File: src/rtl/hdk_requester.sv
// hdk_requester: issues a burst of req/ack beats to a downstream handshake
// stage. Each beat may be reissued after a timeout, up to a retry limit,
// before the burst aborts with a sticky interrupt and error flag.
module hdk_requester #(
    parameter int TIMEOUT   = 4,  // WAIT cycles allowed for ack per request (1..15)
    parameter int MAX_RETRY = 2   // reissues after timeout before abort (0..7)
) (
    input  logic       clk,
    input  logic       reset_n,
    input  logic       start,
    input  logic [7:0] xfer_cnt,
    input  logic       ack,
    input  logic       intrpt_clr,
    output logic       req,
    output logic       busy,
    output logic       done,
    output logic       intrpt,
    output logic       hdk_err,
    output logic [7:0] xfer_left,
    output logic [3:0] spur_cnt
);

    typedef enum logic [2:0] {
        S_IDLE,
        S_REQ,
        S_WAIT,
        S_DONE,
        S_ERR
    } state_t;

    localparam logic [3:0] WAIT_LAST = 4'(TIMEOUT - 1);
    localparam logic [2:0] RETRY_MAX = 3'(MAX_RETRY);

    state_t     state;
    state_t     next_state;
    logic [3:0] wait_cnt;
    logic [3:0] wait_cnt_nxt;
    logic [2:0] retry_cnt;
    logic [2:0] retry_cnt_nxt;
    logic [7:0] xfer_left_nxt;
    logic       err_set;

    // Next-state and next-counter decode for the burst sequencer.
    always_comb begin
        // NOTE: every signal gets a default before the case so no path
        // leaves one unassigned, which would otherwise infer a latch.
        next_state    = state;
        wait_cnt_nxt  = wait_cnt;
        retry_cnt_nxt = retry_cnt;
        xfer_left_nxt = xfer_left;
        case (state)
            S_IDLE: begin
                if (start) begin
                    if (xfer_cnt != 8'd0) begin
                        next_state    = S_REQ;
                        xfer_left_nxt = xfer_cnt;
                        retry_cnt_nxt = 3'd0;
                    end else begin
                        next_state = S_DONE;
                    end
                end
            end
            S_REQ: begin
                next_state   = S_WAIT;
                wait_cnt_nxt = 4'd0;
            end
            S_WAIT: begin
                if (ack) begin
                    xfer_left_nxt = xfer_left - 8'd1;
                    retry_cnt_nxt = 3'd0;
                    next_state    = (xfer_left == 8'd1) ? S_DONE : S_REQ;
                end else if (wait_cnt == WAIT_LAST) begin
                    if (retry_cnt < RETRY_MAX) begin
                        // Reissue the same beat; xfer_left is untouched.
                        retry_cnt_nxt = retry_cnt + 3'd1;
                        next_state    = S_REQ;
                    end else begin
                        next_state = S_ERR;
                    end
                end else begin
                    wait_cnt_nxt = wait_cnt + 4'd1;
                end
            end
            S_DONE:  next_state = S_IDLE;
            S_ERR:   next_state = S_IDLE;
            default: next_state = S_IDLE;
        endcase
    end

    // Entering or sitting in ERR sets the sticky flags; this outranks a clear.
    assign err_set = (next_state == S_ERR) || (state == S_ERR);

    // State, counters and registered outputs; synchronous active-low reset.
    always_ff @(posedge clk) begin
        // NOTE: sequential state uses non-blocking assignments so every
        // register samples pre-edge values regardless of statement order.
        if (!reset_n) begin
            state     <= S_IDLE;
            wait_cnt  <= 4'd0;
            retry_cnt <= 3'd0;
            xfer_left <= 8'd0;
            req       <= 1'b0;
            busy      <= 1'b0;
            done      <= 1'b0;
        end else begin
            state     <= next_state;
            wait_cnt  <= wait_cnt_nxt;
            retry_cnt <= retry_cnt_nxt;
            xfer_left <= xfer_left_nxt;
            req       <= (next_state == S_REQ);
            busy      <= (next_state == S_REQ) || (next_state == S_WAIT);
            done      <= (next_state == S_DONE);
        end
    end

    // Sticky interrupt (software-clearable) and handshake error (reset-only).
    always_ff @(posedge clk) begin
        if (!reset_n) begin
            intrpt  <= 1'b0;
            hdk_err <= 1'b0;
        end else begin
            if (err_set) begin
                intrpt  <= 1'b1;
                hdk_err <= 1'b1;
            end else if (intrpt_clr) begin
                intrpt <= 1'b0;
            end
        end
    end

    // Saturating count of acks that arrive while no request is outstanding.
    always_ff @(posedge clk) begin
        if (!reset_n) begin
            spur_cnt <= 4'd0;
        end else if (ack && (state != S_WAIT) && (spur_cnt != 4'hF)) begin
            spur_cnt <= spur_cnt + 4'd1;
        end
    end

endmodule
File: config.mk
export PLATFORM = sky130hd
export DESIGN_NAME = hdk_requester
export DESIGN_NICKNAME = d
export VERILOG_FILES = /design/src/rtl/hdk_requester.sv
export SDC_FILE = /design/constraint.sdc
export NUM_CORES = 1
export LEC_CHECK = 0
export BUFFER_PORTS_ARGS = -buffer_cell sky130_fd_sc_hd__clkbuf_2
export CORE_MARGIN = 2
export CORE_UTILIZATION = 49
export DETAILED_ROUTE_END_ITERATION = 10
export GPL_TIMING_DRIVEN = 0
export PLACE_DENSITY = 0.83
export SYNTH_ARGS = -nofsm -noshare
export SYNTH_HDL_FRONTEND = slang
export SYNTH_SLANG_ARGS = --single-unit
export TNS_END_PERCENT = 5
File: constraint.sdc
create_clock -name clk -period 1.7 [get_ports clk]
set_input_delay 0.085 -clock clk [delete_from_list [all_inputs] [get_ports clk]]
set_output_delay 0.085 -clock clk [all_outputs]
set_load 0.005 [all_outputs]
# Yosys cells after proc, flatten, opt, wreduce, memory -nomap -nowiden
# Cells that the tools add are included.
dict set report word_totals {
  regBits 27
}
dict set report classes {
  reduce_logical 12
  eq_ne 18
  n_lt_le_gt_ge 1
  muxes 22
  addsub 4
}
# operator n
set ops {}
lappend ops {{3-bit 2-to-1 mux} 9}
lappend ops {{8-bit 2-to-1 mux} 3}
lappend ops {{8-bit one-hot mux with 2 select lines} 1}
lappend ops {{2-bit != test, second input constant} 5}
lappend ops {{3-bit by 2-bit == test with 1-bit output, second input constant} 3}
lappend ops {{3-bit one-hot mux with 3 select lines} 1}
lappend ops {{4-bit by 1-bit adder with 4-bit output, second input constant} 2}
lappend ops {{8-bit by 1-bit == test with 1-bit output, second input constant} 1}
lappend ops {{4-bit 2-to-1 mux} 2}
lappend ops {{4-bit one-hot mux with 2 select lines} 1}
lappend ops {{8-bit nonzero test} 1}
lappend ops {{8-bit by 1-bit subtractor with 8-bit output, second input constant} 1}
lappend ops {{3-bit by 1-bit == test with 1-bit output, second input constant} 2}
lappend ops {{3-bit == test, second input constant} 2}
lappend ops {{3-bit != test, second input constant} 2}
lappend ops {{3-bit one-hot mux with 2 select lines} 1}
lappend ops {{2-bit nonzero test} 3}
lappend ops {{5-bit AND reduction} 1}
lappend ops {{4-bit by 2-bit == test with 1-bit output, second input constant} 1}
lappend ops {{2-bit 2-to-1 mux} 2}
lappend ops {{4-bit != test, second input constant} 1}
lappend ops {{4-bit AND reduction} 1}
lappend ops {{3-bit by 1-bit adder with 3-bit output, second input constant} 1}
lappend ops {{3-bit zero test} 1}
lappend ops {{6 further kinds} 9}

# Longest topological paths before layout
dict set report depth {
  ltp_word 8
  mapped_depth 7
  ltp_nobuf 6
}

# Worst setup path after synthesis
# No wires, ideal clock.
dict set report synth_timing {
  kind {flip-flop to flip-flop}
  startpoint {register wait_cnt[0]}
  endpoint {register intrpt}
  n_path_buf 0
  t_arrival_ns 1.747
  stages_incl_launch_ff 6
  setup_ns 0.058
  slack_ns -0.105
  synth_period_minus_slack_ns 1.805
  path_cell_list {dfxtp_1 -> ha_1 -> or3b_2 -> or4_1 -> a21oi_1 -> o21a_1}
}
dict set report synth_between {
  elab_chain_cells 7
  word_cells_on_any_way 8
  classes_between {eq/ne (2); mux (4); reduce/logical (2)}
}
# element line
set synth_rtl {}
lappend synth_rtl {{start: declaration} 36} ;# logic [3:0] wait_cnt;
lappend synth_rtl {{start signal: assignment} 107} ;# wait_cnt <= wait_cnt_nxt;
lappend synth_rtl {{4-bit by 2-bit == test with 1-bit output *} 72} ;# end else if (wait_cnt == WAIT_LAST) begin
lappend synth_rtl {{3-bit 2-to-1 mux *} 72}
lappend synth_rtl {{3-bit 2-to-1 mux *} 68} ;# if (ack) begin
lappend synth_rtl {{3-bit one-hot mux with 3 select lines *} 51} ;# case (state)
lappend synth_rtl {{3-bit == test *} 91} ;# assign err_set = (next_state == S_ERR) || (state == S_ERR);
lappend synth_rtl {{1-bit logical OR *} 91}
lappend synth_rtl {{1-bit 2-to-1 mux / 2-bit nonzero test (equally long branches)} n/a}
lappend synth_rtl {{end signal: assignment} 119} ;# intrpt <= 1'b0;
lappend synth_rtl {{end signal: assignment} 123} ;# intrpt <= 1'b1;
lappend synth_rtl {{end signal: assignment} 126} ;# intrpt <= 1'b0;
lappend synth_rtl {{end: declaration} 17} ;# output logic intrpt,
# Every way passes the cells marked *; elsewhere a longest branch is shown, timed or not.
# A chain may end at the register's enable or synchronous reset.

# Worst setup path in the final report
dict set report layout_timing {
  startpoint {register state[1]}
  endpoint {register busy}
}
dict set report layout_between {
  elab_chain_cells 5
  word_cells_on_any_way 10
  classes_between {eq/ne (4); mux (4); reduce/logical (2)}
}
# element line
set layout_rtl {}
lappend layout_rtl {{start: declaration} 34} ;# state_t state;
lappend layout_rtl {{start signal: assignment} 106} ;# state <= next_state;
lappend layout_rtl {{3-bit 2-to-1 mux} 72}
lappend layout_rtl {{3-bit 2-to-1 mux} 68}
lappend layout_rtl {{3-bit one-hot mux with 3 select lines *} 51}
lappend layout_rtl {{3-bit by 1-bit == test with 1-bit output / 3-bit by 2-bit == test with 1-bit output (equally long branches)} 111} ;# busy <= (next_state == S_REQ) || (next_state == S_WAIT);
lappend layout_rtl {{1-bit logical OR *} 111}
lappend layout_rtl {{end signal: assignment} 111}
lappend layout_rtl {{end: declaration} 15} ;# output logic busy,
# Marks and branches as above.

==> run_results.csv <==
group,metric,value,unit
run,drv_cap,0,
timing,fin_ws,-24.9,ps
worst_setup_path,r2r_end,"busy",
timing,finalMaxSlewViolations,0,
place,place_inst,235,
clocking,hold_buffers,0,
global_route,grt_max_degree,15,
layout,seq_area,546,sq um
timing,setup_tns,-28.2,ps
timing,relSlewSlack,64.1,%
pwr,p_seq_share,53.2,%
global_route,grt_antenna_before_repair,0,
worst_hold_path,min_to,"intrpt",
place,gp_congestion,0.904,
worst_hold_path,min_path_cells,3,
outcome,status,"complete, but fails checks",
place,portBuffers,27,
floorplanning,die_h,59.4,um
layout,fin_nets,233,
worst_setup_path,critPathLaunchType,"register",
worst_setup_path,arrival,1970,ps
synthesis,ys_seq_area_share,35.9,%
floorplanning,row_count,20,
drt,wl_per_cell,15.5,um
pwr,switching_share,31.7,%
drt,drt-vias-per-instance,6.21,
clocking,cts_tree,"built",
pwr,ir_drop,0.000672,V
layout,fillCellCount,268,
synthesis,synthFlopType,"dfxtp_1",
timing,finalCriticalPeriod,1720,ps
pwr,switchingPower,426,uW
drt,vias,1535,
pwr,p_leak,0.778,nW
place,dp_hpwl,2.56,mm
synthesis,ys_warn_count,0,
synthesis,syn_area_per_cell,8.60,sq um
timing,setup_viol,2,
drt,routed_wl,3.83,mm
timing,hold_violations,0,
synthesis,ys_ff_latch,27,
timing,fmax,580,MHz
outcome,violations,"setup timing",
synthesis,synth.distinct_cells,48,
place,place_area,1700,sq um
synthesis,netlist_instances,175,
synthesis,synthArstFlopShare,0,%
pwr,power.internal,920,uW
floorplanning,io-pin-count,30,
layout,stdcell_area,1880,sq um
global_route,grt-ovfl-total,0,
timing,tightest_slew,537,ps
drt,first_iter_violations,87,
drt,drc,0,
floorplanning,die_area,3530,sq um
clocking,cts_inserted_buffers,3,
pwr,p_per_area,718,nW/um^2
layout,drive_gt1_share,31.8,%
worst_setup_path,cp.required,1950,ps
timing,fin_crit_sh,101,%
timing,rsz0062_at_grt,"true",
floorplanning,start_util,50.5,%
global_route,grt_pass1_vias,1357,
clocking,path_clk_slew,150,ps
pwr,p_comb_share,25.0,%
worst_setup_path,endpoint_kind,"register",
worst_setup_path,rr_startpoint,"state[1]",
layout,antenna_cells,0,
worst_setup_path,path_max_fanout,9,
worst_setup_path,r2r_setup_slack,-20,ps
global_route,grt.total_usage,22.8,%
pwr,finalPower,1.35,mW
worst_setup_path,cp-startpoint,"state[1]",
worst_setup_path,r2r_cells,5,
drt,drtAntennaViolNets,0,
synthesis,synth_edf_count,0,
layout,final_cells,247,
global_route,grt_pass1_wl,6.16,mm
worst_setup_path,path_class,"reg -> reg",
clocking,cts_max_level,1,
layout,multi_input_area,973,sq um
synthesis,syn_area,1510,sq um
synthesis,synth_fp_nets,193,
timing,fin_skew,0.876,ps
worst_hold_path,hp-start,"intrpt_clr",
layout,syn2layout_area_growth,24.6,%
clocking,clockRootBuffer,"clkbuf_4",
drt,drtPass1Iterations,4,
clocking,cts.sinks,27,
floorplanning,coreArea,2980,sq um
clocking,clk_latency,330,ps
worst_hold_path,hp-class,"in -> reg",
pwr,clockPowerShare,21.8,%
floorplanning,die_x,59.4,um
clocking,ctsLongestPathBuffers,2,
[cells in the mapped netlist (3+ instances only)]
cell type  count  share of area, %
o31ai_1        4               2.0
o311ai_0       4               2.3
o21ai_0        4               1.3
or4_1          5               2.5
nand4_1        5               2.1
nor3_1         3               1.0
nor3b_1        5               2.5
nand2b_1       3               1.2
a21oi_1       10               3.3
and2_1         3               1.2
inv_1          4               1.0
nand3_1        5               1.7
mux2i_1        3               2.0
dfxtp_1       27                36
nand2_1       12               3.0
xor2_1         3               1.7
or3b_2         3               1.7
ha_1           5               4.2
clkbuf_1       5               1.2
nor2_1        20               5.0
or3_1          3               1.2
[worst max path at each step]
| stage | to | slack (ps) |
|---|---|---|
| 2_1_floorplan | xfer_left[0] | -40 |
| 3_3_place_gp | busy | -180 |
| 3_5_place_dp | xfer_left[7] | -200 |
| 4_1_cts | xfer_left[1] | -20 |
| 5_1_grt | wait_cnt[0] | -60 |
| 6_report | busy | -20 |
[worst max-delay path: stages, from the launching register on]
cell and delay (ps):
dfxtp_1 340, clkbuf_8 150, or3b_2 430, or3_1 330, and4b_1 190, o211a_1 200
[registers in the layout, indices dropped and copies added, names as in the netlist]
| name | cells |
|---|---|
| busy | 1 |
| done | 1 |
| hdk_err | 1 |
| intrpt | 1 |
| req | 1 |
| retry_cnt | 3 |
| spur_cnt | 4 |
| state | 3 |
| wait_cnt | 4 |
| xfer_left | 8 |
[final cells by class]
| class | instances | area share, % |
|---|---|---|
| inverter | 4 | 0.801 |
| buffer | 10 | 3.60 |
| multi-input combinational | 133 | 51.9 |
| timing repair buffer | 36 | 11.0 |
| clock buffer | 4 | 1.40 |
| sequential | 27 | 29.1 |
| tap | 33 | 2.20 |
[layout by cell type (no fill, tap or decap), drive strengths merged, types with 3 or more instances in the layout]
| cell type | count |
|---|---|
| buf | 13 |
| nor3b | 5 |
| xor2 | 3 |
| nand2b | 3 |
| a21oi | 10 |
| mux2i | 3 |
| or4 | 6 |
| o21ai | 4 |
| dfxtp | 27 |
| ha | 5 |
| nand3 | 5 |
| clkbuf | 37 |
| nor2 | 20 |
| inv | 4 |
| o311ai | 5 |
| nand2 | 12 |
| and2 | 3 |
| o31ai | 4 |
| nor3 | 3 |
| or3b | 3 |
| nand4 | 5 |
| or3 | 3 |
[metrics by stage]
step           hold WS, ps  setup slack [ps]  utilization (%)
6_report              52.7             -24.9             63.0
5_1_grt               53.6             -59.5             63.0
4_1_cts               54.7             -24.7             60.5
3_5_place_dp           408              -196             57.0
3_3_place_gp           400              -178             57.0
2_1_floorplan          303             -35.3                -
[cell families after synthesis]
family | Yosys count | synth area share (%)
and+or+nand+nor | 78 | 28.8
AOI/OAI and AO/OA | 44 | 22.7
DFF | 27 | 35.9
buffers and inverters | 15 | 4.74
adders and majority gates | 5 | 4.16
xor gates and xnor gates | 3 | 1.75
muxes | 3 | 2.00
[power by group through the flow]
stage               Sequential [mW]  Clock, mW  Combinational (mW)
global placement              0.720          0               0.290
finish                        0.716      0.294               0.337
global route                  0.721      0.321               0.370
detailed placement            0.721          0               0.293
CTS                           0.710      0.295               0.311
floorplan                     0.716          0               0.200
[what timing repair did]
action                     in CTS  in global routing
pin swaps                       4                  6
setup endpoints to repair      22                 21
setup buffers                   6                  3
gates resized for setup         9                 15
[routing by layer]
metal  global-route usage, %  wire length [um]  vias to the layer above
li1                        -                 -                      739
met1                    31.0              1730                      733
met2                    36.4              1810                       61
met3                    4.59               265                        2
met4                    6.49                26                        0
met5                       0                 0                        -
Power figures use the tool's default switching activity.
